`src/rtl/write_buffer_if.sv`:
```
// write_buffer_if: store push channel between the data cache and the write buffer.
//   write   push request (cache -> buffer)
//   length  store size in bytes (cache -> buffer)
//   addr    byte address of the store (cache -> buffer)
//   data    right-aligned store data (cache -> buffer)
//   busy    buffer full, cache must hold off (buffer -> cache)
interface write_buffer_if;
    logic        write;
    logic [2:0]  length;
    logic [31:0] addr;
    logic [31:0] data;
    logic        busy;

    modport master (output write, output length, output addr, output data, input busy);
    modport slave  (input write, input length, input addr, input data, output busy);
endinterface

```
`src/rtl/write_buffer.sv`:
```
// write_buffer: posted-write FIFO between the data cache and the byte-wide RAM arbiter.
// Entries drain in order, one byte per granted cycle; IO-region entries (addr[17])
// stall while io_full is high. A word-granular query port reports pending stores.
//   clock, reset   clock and synchronous active-high reset
//   cache          push channel (write/length/addr/data in, busy out)
//   empty          no pending entries
//   query_addr     address checked against pending entries
//   query_hit      some pending entry covers query_addr[31:2]
//   mem_req        byte write request to the arbiter
//   mem_addr       byte address of the current byte
//   mem_data       current byte
//   mem_grant      arbiter accepts the current byte
//   io_full        IO sink cannot accept writes
module write_buffer #(
    parameter int unsigned DEPTH = 4,
    parameter int unsigned PTR_W = 2
) (
    input  logic                 clock,
    input  logic                 reset,
    write_buffer_if.slave        cache,
    output logic                 empty,
    input  logic [31:0]          query_addr,
    output logic                 query_hit,
    output logic                 mem_req,
    output logic [31:0]          mem_addr,
    output logic [7:0]           mem_data,
    input  logic                 mem_grant,
    input  logic                 io_full
);

    localparam int unsigned CNT_W = PTR_W + 1;

    typedef struct packed {
        logic [2:0]  length;
        logic [31:0] addr;
        logic [31:0] data;
    } entry_t;

    typedef enum logic {
        IDLE,
        SEND
    } state_t;

    state_t           state;
    state_t           state_next;
    entry_t           fifo_q [DEPTH];
    entry_t           head;
    logic [PTR_W-1:0] rd_ptr;
    logic [PTR_W-1:0] wr_ptr;
    logic [CNT_W-1:0] count;
    logic [CNT_W-1:0] count_next;
    logic [2:0]       byte_cnt;
    logic             push;
    logic             retire;
    logic             advance;
    logic             last_byte;
    logic [31:0]      shifted;

    // Flags come from registers only; push has no path to busy.
    assign cache.busy = (count == CNT_W'(DEPTH));
    assign empty      = (count == '0);
    assign push       = cache.write && !cache.busy;
    assign head       = fifo_q[rd_ptr];

    // Shift amounts of 32 or more (lengths 5..7) yield a zero byte.
    assign shifted    = head.data >> {byte_cnt, 3'b000};
    assign last_byte  = ({1'b0, byte_cnt} + 4'd1) >= {1'b0, head.length};
    assign count_next = count + CNT_W'(push) - CNT_W'(retire);

    // State register.
    always_ff @(posedge clock) begin
        if (reset) begin
            state <= IDLE;
        end else begin
            state <= state_next;
        end
    end

    // Next state and drain outputs; SEND tracks the registered occupancy.
    always_comb begin
        state_next = state;
        mem_req    = 1'b0;
        mem_addr   = '0;
        mem_data   = '0;
        retire     = 1'b0;
        advance    = 1'b0;
        case (state)
            IDLE: begin
                if (count_next != '0) begin
                    state_next = SEND;
                end
            end
            SEND: begin
                mem_req  = (head.length != 3'd0) && !(head.addr[17] && io_full);
                mem_addr = head.addr + 32'(byte_cnt);
                mem_data = shifted[7:0];
                if (head.length == 3'd0) begin
                    retire = 1'b1;
                end else if (mem_req && mem_grant) begin
                    retire  = last_byte;
                    advance = !last_byte;
                end
                if (count_next == '0) begin
                    state_next = IDLE;
                end
            end
            default: state_next = IDLE;
        endcase
    end

    // Pointers, occupancy and byte index.
    always_ff @(posedge clock) begin
        if (reset) begin
            rd_ptr   <= '0;
            wr_ptr   <= '0;
            count    <= '0;
            byte_cnt <= '0;
        end else begin
            count <= count_next;
            if (push) begin
                wr_ptr <= wr_ptr + PTR_W'(1);
            end
            if (retire) begin
                rd_ptr   <= rd_ptr + PTR_W'(1);
                byte_cnt <= '0;
            end else if (advance) begin
                byte_cnt <= byte_cnt + 3'd1;
            end
        end
    end

    // Entry storage; validity is tracked by the pointers, so no reset is needed.
    always_ff @(posedge clock) begin
        if (push) begin
            fifo_q[wr_ptr] <= '{length: cache.length, addr: cache.addr, data: cache.data};
        end
    end

    // Hazard query over entries within count of the head (head included until it retires).
    always_comb begin
        logic [PTR_W-1:0] rel;
        rel       = '0;
        query_hit = 1'b0;
        for (int unsigned i = 0; i < DEPTH; i++) begin
            rel = PTR_W'(i) - rd_ptr;
            if ((CNT_W'(rel) < count) && (fifo_q[i].addr[31:2] == query_addr[31:2])) begin
                query_hit = 1'b1;
            end
        end
    end

endmodule
```
`src/flat_wrapper.sv`:
```
// flat-port wrapper written by rule: the top's interface ports become plain ports
module write_buffer_flat 
#(
    parameter int unsigned DEPTH = 4,
    parameter int unsigned PTR_W = 2
)
  (clock, reset, empty, query_addr, query_hit, mem_req, mem_addr, mem_data, mem_grant, io_full, cache_write, cache_length, cache_addr, cache_data, cache_busy);
  write_buffer_if cache_i ();
  input  logic clock;
  input  logic reset;
  output logic empty;
  input  logic [31:0] query_addr;
  output logic query_hit;
  output logic mem_req;
  output logic [31:0] mem_addr;
  output logic [7:0] mem_data;
  input  logic mem_grant;
  input  logic io_full;
  input wire logic [$bits(cache_i.write)-1:0] cache_write;
  input wire logic [$bits(cache_i.length)-1:0] cache_length;
  input wire logic [$bits(cache_i.addr)-1:0] cache_addr;
  input wire logic [$bits(cache_i.data)-1:0] cache_data;
  output wire logic [$bits(cache_i.busy)-1:0] cache_busy;
  assign cache_i.write = cache_write;
  assign cache_i.length = cache_length;
  assign cache_i.addr = cache_addr;
  assign cache_i.data = cache_data;
  assign cache_busy = cache_i.busy;
  write_buffer #(.DEPTH(DEPTH), .PTR_W(PTR_W)) u_core (.clock(clock), .reset(reset), .cache(cache_i), .empty(empty), .query_addr(query_addr), .query_hit(query_hit), .mem_req(mem_req), .mem_addr(mem_addr), .mem_data(mem_data), .mem_grant(mem_grant), .io_full(io_full));
endmodule
```
`config.mk`:
```
export PLATFORM = sky130hd
export DESIGN_NAME = write_buffer_flat
export DESIGN_NICKNAME = d
export VERILOG_FILES = /design/src/rtl/write_buffer_if.sv /design/src/rtl/write_buffer.sv /design/src/flat_wrapper.sv
export SDC_FILE = /design/constraint.sdc
export NUM_CORES = 1
export LEC_CHECK = 0
export ABC_CLOCK_PERIOD_IN_PS = 5800
export CORE_MARGIN = 4
export CORE_UTILIZATION = 32
export DETAILED_ROUTE_END_ITERATION = 12
export GPL_ROUTABILITY_DRIVEN = 0
export GPL_TIMING_DRIVEN = 0
export SLEW_MARGIN = 25
export SYNTH_ARGS = -nofsm -noshare
export SYNTH_HDL_FRONTEND = slang
export SYNTH_SLANG_ARGS = --single-unit
```
`constraint.sdc`:
```
create_clock -name clock -period 5.8 [get_ports clock]
set_input_delay 1.16 -clock clock [delete_from_list [all_inputs] [get_ports clock]]
set_output_delay 1.16 -clock clock [all_outputs]
set_load 0.01 [all_outputs]
```
==> results of run 1 <==
## power by group through the flow
stage	logic (mW)	clock network, mW	registers, mW
4_1_cts	1.75	2.04	2.60
5_1_grt	1.84	2.13	2.62
2_1_floorplan	1.01	0	2.62
6_report	1.72	1.99	2.60
3_5_place_dp	1.74	0	2.64
3_3_place_gp	1.69	0	2.67
## through the flow
stage	setup WS, ns	cell area [um2]	power [mW]	hold slack, ns
finish	0.2627	16220	6.310	0.5387
CTS	0.1819	16210	6.388	0.5395
detailed placement	0.3020	15170	4.385	0.5312
global route	0.03419	16210	6.584	0.5694
global placement	0.1470	15020	4.362	0.5402
floorplan	1.655	13080	3.632	0.4983
## path summary, 6_finish.rpt
path                                               startpoint                       endpoint  slack, ns  depth (start not counted)
worst max register to register                       register        u_core.state$_SDFF_PP0_       1.55                         15
worst min-delay path            u_core.rd_ptr[1]$_SDFFE_PP0P_  u_core.rd_ptr[1]$_SDFFE_PP0P_       0.54                          2
worst max-delay path                                 register                   mem_addr[22]       0.26                         14
worst min register to register  u_core.rd_ptr[1]$_SDFFE_PP0P_  u_core.rd_ptr[1]$_SDFFE_PP0P_       0.54                          2
## flip-flops by register name (all words and copies together) (netlist names), named ones only
name / count
u_core.fifo_q: 268
u_core.byte_cnt: 3
u_core.count: 3
u_core.rd_ptr: 2
u_core.wr_ptr: 2
u_core.state: 1
## layout by cell type (no fill, tap or decap), types with 11 or more instances in the layout
cell type,netlist,final
edfxtp_1,268,268
clkdlybuf4s50_1,0,128
xnor2_1,105,105
mux4_2,60,60
xor2_1,50,50
clkbuf_1,24,36
nor2_1,35,35
clkbuf_16,0,35
nand4_1,23,23
inv_1,19,19
ha_1,17,17
nor4_1,16,16
nand2_1,14,14
nor3_1,13,13
mux4_1,13,13
dfxtp_1,13,13
nor2b_1,11,11
a21oi_1,12,11
## layout make-up
class,instances,share of cell area [%]
Buffer,41,1.551
Sequential cell,281,51.23
Inverter,19,0.4398
Antenna cell,1,0.01543
Timing Repair Buffer,134,8.735
Clock inverter,13,0.7253
Clock buffer,48,5.764
Tap cell,525,4.051
Multi-Input combinational cell,430,27.48
## layer usage
metal	share of wire [%]	track usage, %	vias up
met5	0.19	0	-
met4	2.2	3.870	8
met3	6.8	3.378	57
met2	48	25.70	262
met1	43	20.62	3769
li1	-	-	3331
## critical path, delay by kind of cell (launching register included)
family / cells / cell delay (ns)
buffers and inverters: 5 / 1.34
adders and majority gates: 2 / 0.65
and+or+nand+nor: 4 / 0.64
muxes: 1 / 0.55
DFF: 1 / 0.32
AOI/OAI and AO/OA: 1 / 0.23
xor gates and xnor gates: 1 / 0.15
## logic make-up after synthesis
| group | after synthesis | share of synthesized area, % |
|---|---|---|
| AO/OA/AOI/OAI | 26 | 1.214 |
| XOR/XNOR | 155 | 10.38 |
| adder cells (fa/ha/maj) | 19 | 1.932 |
| buffers and inverters | 62 | 2.544 |
| flip-flops | 281 | 63.50 |
| multiplexers | 77 | 13.47 |
| AND/OR/NAND/NOR | 153 | 6.962 |
## timing repair
item	in CTS	in global routing
resized for setup	2	0
setup buffers	0	0
hold buffers	0	0
setup endpoints to repair	17	0
==> results.md, run 1 <==
- Clock transition at the registers of the reported paths: 0.06 ns
- Non-filler cells, final: approximately 1.5k
- Maximum VDD drop: 259.2 uV
- Maximum net fanout on the critical path: 19
- Portion of the clock cycle consumed by the worst path in the final layout: between 90% and 100%
- Internal power consumption: around 4.5 mW
- Run status: completed
- Net switching power of the design: 1.818 mW
- Areal power density over the cells: roughly 390 nW/um2
- Hold crit path type: register to register
- Max-slew violations: 0
- Synthesized flop and latch total: 281
- RSZ-0062 raised after global routing: false
- Synthesized instance count: a little under 800
- Initial Utilization: 32.63%
- Most repeated cell in the gate-level netlist after synthesis: edfxtp_1
- Post-synthesis to final-layout area growth: 23.94%
- Global-route wire length before repair: ~50 mm
- Transition time of the tightest slew-check pin: 0.8576 ns
- Number of top-level pins: 148
- Part of the total power dissipated in sequential elements: between 40% and 50%
- Number of CTS-inserted buffers: 34
- Worst setup SP type: register
- Detailed Route Iter0 Violations: 480
- Proportion of netlist area held by the largest area contributor: between 60% and 70%
- Die Area: between 40000 and 50000 um2
- Leading cell types by total area after synthesis: edfxtp_1, mux4_2, xnor2_1
- Die Wd: 210.2 um
- Count of cell types in the netlist: 49
- Area of combinational cells with multiple inputs: roughly 4500 um2
- Setup TNS: 0 ns
- Fraction of power consumed by the clock network: between 30% and 40%
- Clock root buffer master: clkbuf_16
- # nets final: 1064
- Sort of element at the end of the critical path: output pin
- Number of antenna violations at the first check in global routing: 5
- Fraction of synthesis flops using an asynchronous set or reset pin: 0%
- Inst Count DP: ~1.4k
- Kind of critical path: register to output pin
- Clock Skew: between 0.02 and 0.025 ns
- Routed Wire Length: between 30 and 40 mm
- Period minus WS final: ~5.5 ns
- Data arrival, critical path: 4.38 ns
- Count of antenna-violating nets left after detailed routing: 0
- Sequential standard cell area: 8308 um2
- Number of levels the H-tree was split into: 2
- Total GRT Usage: roughly 15%
- CP cell instances: buf_6 > buf_12 > buf_6 > mux4_2 > ha_1 > fa_1 > a21o_1 > and3_1 > clkbuf_4 > nand3_2 > nor3b_1 > xnor2_1 > nor2_1 > clkdlybuf4s50_1
- Number of I/O port buffers: between 100 and 150
- Critical path data required time: 4.64 ns
- Total grt overflow: 0
- Max-slew headroom at the worst pin: between 40% and 50%
- Core outline area: between 40000 and 50000 um2
- Final setup violation count: 0
- Share of final-layout standard cells stronger than drive strength 1: between 10% and 20%
- Via count of the first global-routing pass: 7710
- Detail-routed net length per standard cell: 23.51 um
- Total of max-cap violations: 0
- Number of enable-type register cells in the synthesized netlist: 268
- Via density per instance: around 5
- Total nets after synthesis: about 900
- Fillers: approximately 3.6k
- Crit-path most repeated cell: buf_6
- Count of TritonRoute iterations in the first routing pass: 5
- Prevailing post-synth register cell: edfxtp_1
- TritonCTS clock tree: yes
- Vertical extent of the die: between 200 and 250 um
- DR vias: approximately 7.4k
- Library cell occupying the most area in the post-synthesis netlist: edfxtp_1
- Row count: 73
- Ys Warns: 0
- Net Sw Frac: roughly 29%
- Largest buffer count on any clock path: 3
- Part of the Yosys area used for sequential elements: a little under two thirds
- Final Core Density: between 40 and 50%
- Stage delay of the slowest cell on the critical path: between 0.5 and 0.6 ns
- Number of failing hold endpoints at the final stage: 0
- Max frequency: 180.6 MHz
- Most common library cells after synthesis: edfxtp_1, xnor2_1, mux4_2
- Total clock sinks: around 280
- Insertion delay of the later-clocked pin in the worst-skew pair: around 0.5 ns
- Post-Syn Area per Cell: ~17 um2
- Post-synth design cell area: roughly 13000 um2
- Largest net degree at the start of global routing: 36
- HPWL Detailed: between 20 and 30 mm
- Leakage power of the design: 5.109 nW
- Standard cell with the maximum stage delay on the critical path: clkdlybuf4s50_1
- DRC: 0
- Logic gate share of total power: a little over a quarter
No activity file was read; power rests on OpenSTA's default activity.
==> run 2, diff against run 1 <==
--- a/config.mk
+++ b/config.mk
@@ -6,11 +6,14 @@
 export NUM_CORES = 1
 export LEC_CHECK = 0
 export ABC_CLOCK_PERIOD_IN_PS = 5800
+export CELL_PAD_IN_SITES_DETAIL_PLACEMENT = 0
+export CELL_PAD_IN_SITES_GLOBAL_PLACEMENT = 2
 export CORE_MARGIN = 4
 export CORE_UTILIZATION = 32
 export DETAILED_ROUTE_END_ITERATION = 12
 export GPL_ROUTABILITY_DRIVEN = 0
 export GPL_TIMING_DRIVEN = 0
+export PLACE_DENSITY_LB_ADDON = 0.1
 export SLEW_MARGIN = 25
 export SYNTH_ARGS = -nofsm -noshare
 export SYNTH_HDL_FRONTEND = slang
==> results.md, run 2 (synthesized netlist as in run 1, its figures left out) <==
- Period minus WS final: 5.483 ns (-0.05476 ns)
- Max-slew violations: 0 (unchanged)
- Number of levels the H-tree was split into: 2 (unchanged)
- Via count of the first global-routing pass: 7815 (+1.4%)
- Clock root buffer master: clkbuf_16
- Initial Utilization: 32.63% (unchanged)
- RSZ-0062 raised after global routing: false
- Number of top-level pins: 148 (unchanged)
- Most frequent cells in the layout: edfxtp_1, clkdlybuf4s50_1, xnor2_1, mux4_2, xor2_1
- Vertical extent of the die: 210.2 um (unchanged)
- Number of CTS-inserted buffers: 34 (unchanged)
- Setup TNS: 0 ns (unchanged)
- Most common cell after layout, fill and taps aside: edfxtp_1
- Maximum VDD drop: 245.9 uV (-5.1%)
- Maximum net fanout on the critical path: 19 (unchanged)
- Leakage power of the design: 5.122 nW (+0.25%)
- Net Sw Frac: 28.40% (-0.41 points)
- Sum of internal, switching and leakage power: 6.354 mW (+0.70%)
- Count of TritonRoute iterations in the first routing pass: 5 (unchanged)
- Largest buffer count on any clock path: 3 (unchanged)
- Number of failing hold endpoints at the final stage: 0 (unchanged)
- Worst hold slack: 0.5570 ns (+0.01828 ns)
- Total of max-cap violations: 0 (unchanged)
- Row count: 73 (unchanged)
- Die Wd: 210.2 um (unchanged)
- Sort of element at the end of the critical path: output pin
- Number of antenna violations at the first check in global routing: 6 (+1)
- Global-route wire length before repair: 52.90 mm (+5.1%)
- Number of I/O port buffers: 128 (unchanged)
- Worst setup SP type: register
- Die Area: 44190 um2 (unchanged)
- Total GRT Usage: 16.36% (+0.98 points)
- Internal power consumption: 4.550 mW (+1.3%)
- Max-slew headroom at the worst pin: 42.68% (-0.15 points)
- Portion of the clock cycle consumed by the worst path in the final layout: 94.53% (-0.94 points)
- Total grt overflow: 0 (unchanged)
- Logic gate share of total power: 27.2% (about the same)
- Pre-CTS worst setup slack: 0.2750 ns (-0.02694 ns)
- Clock Skew: 0.01812 ns (-0.005548 ns)
- Areal power density over the cells: 391.1 nW/um2 (+0.51%)
- Insertion delay of the later-clocked pin in the worst-skew pair: 0.51 ns (about the same)
- Share of final-layout standard cells stronger than drive strength 1: 15.51% (+0.087 points)
- Final setup violation count: 0 (unchanged)
- Flip-flop count of the largest register, all copies and words added: 268 (unchanged)
- Register containing the most flip-flops in the final layout: u_core.fifo_q
- Fraction of power consumed by the clock network: 31.9% (+0.3 points)
- DR vias: 7240 (-2.5%)
- HP Start: u_core.rd_ptr[1]$_SDFFE_PP0P_
- TritonCTS clock tree: yes
- Data arrival, critical path: 4.32 ns (-0.06 ns)
- Max frequency: 182.4 MHz (+1.0%)
- Largest registers: u_core.fifo_q: 268 flops, u_core.byte_cnt: 3 flops, u_core.count: 3 flops
- Count of antenna-violating nets left after detailed routing: 0 (unchanged)
- Total clock sinks: 281 (unchanged)
- Core outline area: 40100 um2 (unchanged)
- Transition time of the tightest slew-check pin: 0.8598 ns (+0.002239 ns)
- DRC: 0 (unchanged)
- Largest net degree at the start of global routing: 38 (+5.6%)
- Clock transition at the registers of the reported paths: 0.05 ns (about the same)
- Kind of critical path: register to output pin
- Part of the total power dissipated in sequential elements: 40.9% (-0.3 points)
- Critical path data required time: 4.64 ns (about the same)
- Net switching power of the design: 1.804 mW (-0.74%)
- Setup slack of the critical path after layout: 0.3175 ns (+0.05476 ns)
- Via density per instance: 4.849 (-2.6%)
- Detail-routed net length per standard cell: 24.48 um (+4.1%)
- Hold crit path type: register to register
- Run status: completed
- Post-synthesis to final-layout area growth: 24.17%
- HPWL Detailed: 27.33 mm (+7.8%)
- # nets final: 1065 (+0.094%)
- Routed Wire Length: 36.55 mm (+4.2%)
- Detailed Route Iter0 Violations: 454 (-5.4%)
run 2: changes by cell type in the layout (fill, tap and decap cells not counted), sizes merged:
cell      delta
buf          +1
bufinv       +2
clkbuf       -7
clkinv       +4
clkinvlp     +1
run 2: metrics by stage:
stage	area [um2]	std cells	utilization, %
6_report	16250	1493	40.52
5_1_grt	16240	1492	40.51
4_1_cts	16240	1492	40.51
3_5_place_dp	15180	1433	37.86
3_3_place_gp	15020	1426	37.46
2_1_floorplan	13080	773	-
run 2: worst paths after layout:
check                                               end  slack (ns)  cells after the start
worst max-delay path                       mem_addr[22]        0.32                     14
worst min-delay path                           register        0.56                      2
worst max register to register  u_core.state$_SDFF_PP0_        1.42                     15
worst min register to register                 register        0.56                      2
run 2: metal layers:
| layer | vias up | global-route usage, % | routed length, um |
|---|---|---|---|
| met5 | - | 0 | 73 |
| met4 | 10 | 3.330 | 580 |
| met3 | 45 | 3.319 | 1757 |
| met2 | 162 | 28.70 | 18450 |
| met1 | 3689 | 21.22 | 15690 |
| li1 | 3334 | - | - |
run 2: worst max-delay path, stage by stage (launching register included):
cell and delay [ns]:
dfxtp_1 0.32, buf_6 0.13, buf_12 0.16, buf_6 0.32
mux4_2 0.55, ha_1 0.23, fa_1 0.42, a21o_1 0.20
and3_1 0.21, clkbuf_4 0.18, nand3_2 0.18, nor3b_1 0.09
xnor2_1 0.15, nor2_1 0.10, clkdlybuf4s50_1 0.54
run 2: area by class of cell:
cell class              instances  area [um2]
diodes                          1       2.502
plain buffers                  41       251.5
clock buffers                  41       898.4
clock inverters                20       172.7
fillers                      3725       23850
inverters                      19       71.32
multi-input cells             430        4457
flip-flops and latches        281        8308
well taps                     525       656.9
repair buffers                135        1429
run 2: repair_timing:
| action | CTS | global route |
|---|---|---|
| endpoints found under the setup margin | 18 | 0 |
| resized for setup | 2 | 0 |
| buffers inserted | 0 | 0 |
| hold buffers | 0 | 0 |
run 2: power groups by stage:
stage	Clock (mW)	Combinational [mW]	Sequential, mW
detailed placement	0	1.78	2.65
finish	2.03	1.73	2.60
CTS	2.08	1.78	2.60
global placement	0	1.74	2.68
global route	2.17	1.88	2.63
floorplan	0	1.01	2.62
==> run 3, diff against run 2 <==
--- a/config.mk
+++ b/config.mk
@@ -13,7 +13,7 @@
 export DETAILED_ROUTE_END_ITERATION = 12
 export GPL_ROUTABILITY_DRIVEN = 0
 export GPL_TIMING_DRIVEN = 0
-export PLACE_DENSITY_LB_ADDON = 0.1
+export PLACE_DENSITY_LB_ADDON = 0.08
 export SLEW_MARGIN = 25
 export SYNTH_ARGS = -nofsm -noshare
 export SYNTH_HDL_FRONTEND = slang
==> results.md, run 3 (synthesized netlist as in run 1, its figures left out) <==
- Run status: completed
- Clock transition at the registers of the reported paths: 0.06 ns (about the same)
- Final Core Density: 40.28% (-0.24 points)
- RSZ-0062 raised after global routing: false
- HPWL Detailed: 27.16 mm (-0.61%)
- Count of antenna-violating nets left after detailed routing: 0 (unchanged)
- Number of CTS-inserted buffers: 31 (-8.8%)
- Portion of the clock cycle consumed by the worst path in the final layout: 95.33% (+0.80 points)
- Insertion delay of the later-clocked pin in the worst-skew pair: 0.57 ns (+0.06 ns)
- Worst reg2reg setup slack: 1.39 ns (-0.03 ns)
- TritonCTS clock tree: yes
- Final setup violation count: 0 (unchanged)
- Die Wd: 210.2 um (unchanged)
- Standard cell with the maximum stage delay on the critical path: mux4_2
- Max frequency: 180.9 MHz (-0.84%)
- Detailed Route Iter0 Violations: 349 (-23%)
- Share of final-layout standard cells stronger than drive strength 1: 15.40% (-0.11 points)
- Via count of the first global-routing pass: 7952 (+1.8%)
- Maximum net fanout on the critical path: 19 (unchanged)
- Total GRT Usage: 16.29% (-0.077 points)
- Number of antenna violations at the first check in global routing: 6 (unchanged)
- Total clock sinks: 281 (unchanged)
- Register containing the most flip-flops in the final layout: u_core.fifo_q
- Sum of internal, switching and leakage power: 6.251 mW (-1.6%)
- Most common cell after layout, fill and taps aside: edfxtp_1
- Period minus WS final: 5.529 ns (+0.04667 ns)
- Stage delay of the slowest cell on the critical path: 0.55 ns (about the same)
- Diode insertion count for antenna repair: 0 (-1)
- Sort of element at the end of the critical path: output pin
- Clock root buffer master: clkbuf_16
- Die Area: 44190 um2 (unchanged)
- Number of failing hold endpoints at the final stage: 0 (unchanged)
- Maximum VDD drop: 233.8 uV (-4.9%)
- DRC: 0 (unchanged)
- Detail-routed net length per standard cell: 24.57 um (+0.36%)
- Worst setup SP type: register
- Largest registers: u_core.fifo_q: 268 flops, u_core.byte_cnt: 3 flops, u_core.count: 3 flops
- Critical path data required time: 4.64 ns (about the same)
- Routed Wire Length: 36.51 mm (-0.11%)
- Initial Utilization: 32.63% (unchanged)
- Max-slew violations: 0 (unchanged)
- Count of TritonRoute iterations in the first routing pass: 5 (unchanged)
- Global-route wire length before repair: 52.60 mm (-0.57%)
- Vertical extent of the die: 210.2 um (unchanged)
- Most frequent cells in the layout: edfxtp_1, clkdlybuf4s50_1, xnor2_1, mux4_2, xor2_1
- Transition time of the tightest slew-check pin: 0.8077 ns (-0.05212 ns)
- Areal power density over the cells: 387.0 nW/um2 (-1.0%)
- Number of I/O port buffers: 128 (unchanged)
- Leakage power of the design: 5.079 nW (-0.83%)
- Core outline area: 40100 um2 (unchanged)
- Max-slew headroom at the worst pin: 46.15% (+3.5 points)
- CP cell instances: buf_6 > buf_12 > buf_6 > mux4_2 > ha_1 > fa_1 > a21o_1 > and3_1 > clkbuf_4 > nand3_2 > nor3_1 > xnor2_1 > nor2_1 > clkdlybuf4s50_1
- Setup TNS: 0 ns (unchanged)
- # nets final: 1060 (-0.47%)
- Crit-path most repeated cell: buf_6
- Total setup buffers inserted after CTS: 0 (unchanged)
- Flip-flop count of the largest register, all copies and words added: 268 (unchanged)
- Largest net degree at the start of global routing: 39 (+2.6%)
- Hold crit path type: register to register
- Clock Skew: 0.02692 ns (+0.008805 ns)
- Row count: 73 (unchanged)
- Total grt overflow: 0 (unchanged)
- Largest buffer count on any clock path: 3 (unchanged)
- Kind of critical path: register to output pin
- Number of levels the H-tree was split into: 1 (-1)
- Via density per instance: 4.888 (+0.79%)
- Post-synthesis to final-layout area growth: 23.45%
- DR vias: 7263 (+0.32%)
- Number of top-level pins: 148 (unchanged)
- Data arrival, critical path: 4.37 ns (+0.05 ns)
- Total of max-cap violations: 0 (unchanged)
run 3: cell types whose count changed in the layout (fill, tap and decap cells not counted), sizes merged:
cell      previous run  this run
buf                 20        18
bufinv               3         4
clkbuf              69        63
clkinvlp             2         3
diode                1         0
run 3: worst paths after layout:
kind / depth (start not counted) / endpoint / from
max: 14 / mem_addr[26] / register
min reg2reg: 2 / register / u_core.rd_ptr[1]$_SDFFE_PP0P_
min: 2 / register / u_core.rd_ptr[1]$_SDFFE_PP0P_
max reg2reg: 15 / u_core.state$_SDFF_PP0_ / register
run 3: area by class of cell:
class                           count  area (um2)
Fill cell                        3648       23950
Sequential cell                   281        8308
Multi-Input combinational cell    430        4457
Timing Repair Buffer              133        1404
Clock buffer                       35       790.8
Tap cell                          525       656.9
Buffer                             41       251.5
Clock inverter                     22       212.7
Inverter                           19       71.32
run 3: power breakdown:
group          internal [mW]  switching (mW)  total (mW)
clock                   1.15           0.781        1.93
sequential              2.50           0.105        2.60
combinational          0.811           0.906        1.72
total                   4.46            1.79        6.25
run 3: critical path: cells and delay by family (launching register included):
family	cells	cell delay [ns]
adder cells (fa/ha/maj)	2	0.65
AO/OA/AOI/OAI	1	0.19
flip-flops	1	0.33
XOR/XNOR	1	0.13
multiplexers	1	0.55
AND/OR/NAND/NOR	4	0.58
buffers and inverters	5	1.34
run 3: per-layer routing:
| metal | up-vias | GRT usage, % | part of all wire (%) | wire [um] |
|---|---|---|---|---|
| li1 | 3324 | - | - | - |
| met1 | 3682 | 20.20 | 41 | 14990 |
| met2 | 186 | 29.38 | 51 | 18680 |
| met3 | 59 | 3.230 | 5.4 | 1989 |
| met4 | 12 | 3.915 | 2.1 | 755 |
| met5 | - | 0 | 0.26 | 95 |
run 3: metrics by stage:
| step | std cells | worst slack, ns | instance area, um2 | hold WS (ns) |
|---|---|---|---|---|
| after floorplan | 773 | 1.655 | 13080 | 0.4983 |
| after global placement | 1426 | 0.08092 | 15020 | 0.5202 |
| after detailed placement | 1431 | 0.3646 | 15150 | 0.5292 |
| after CTS | 1486 | 0.1770 | 16150 | 0.5375 |
| after global routing | 1486 | 0.02424 | 16150 | 0.5781 |
| final | 1486 | 0.2708 | 16150 | 0.5337 |
run 3: what timing repair did:
item	in CTS	in global routing
hold buffers	0	0
setup endpoints to repair	18	0
resized for setup	2	0
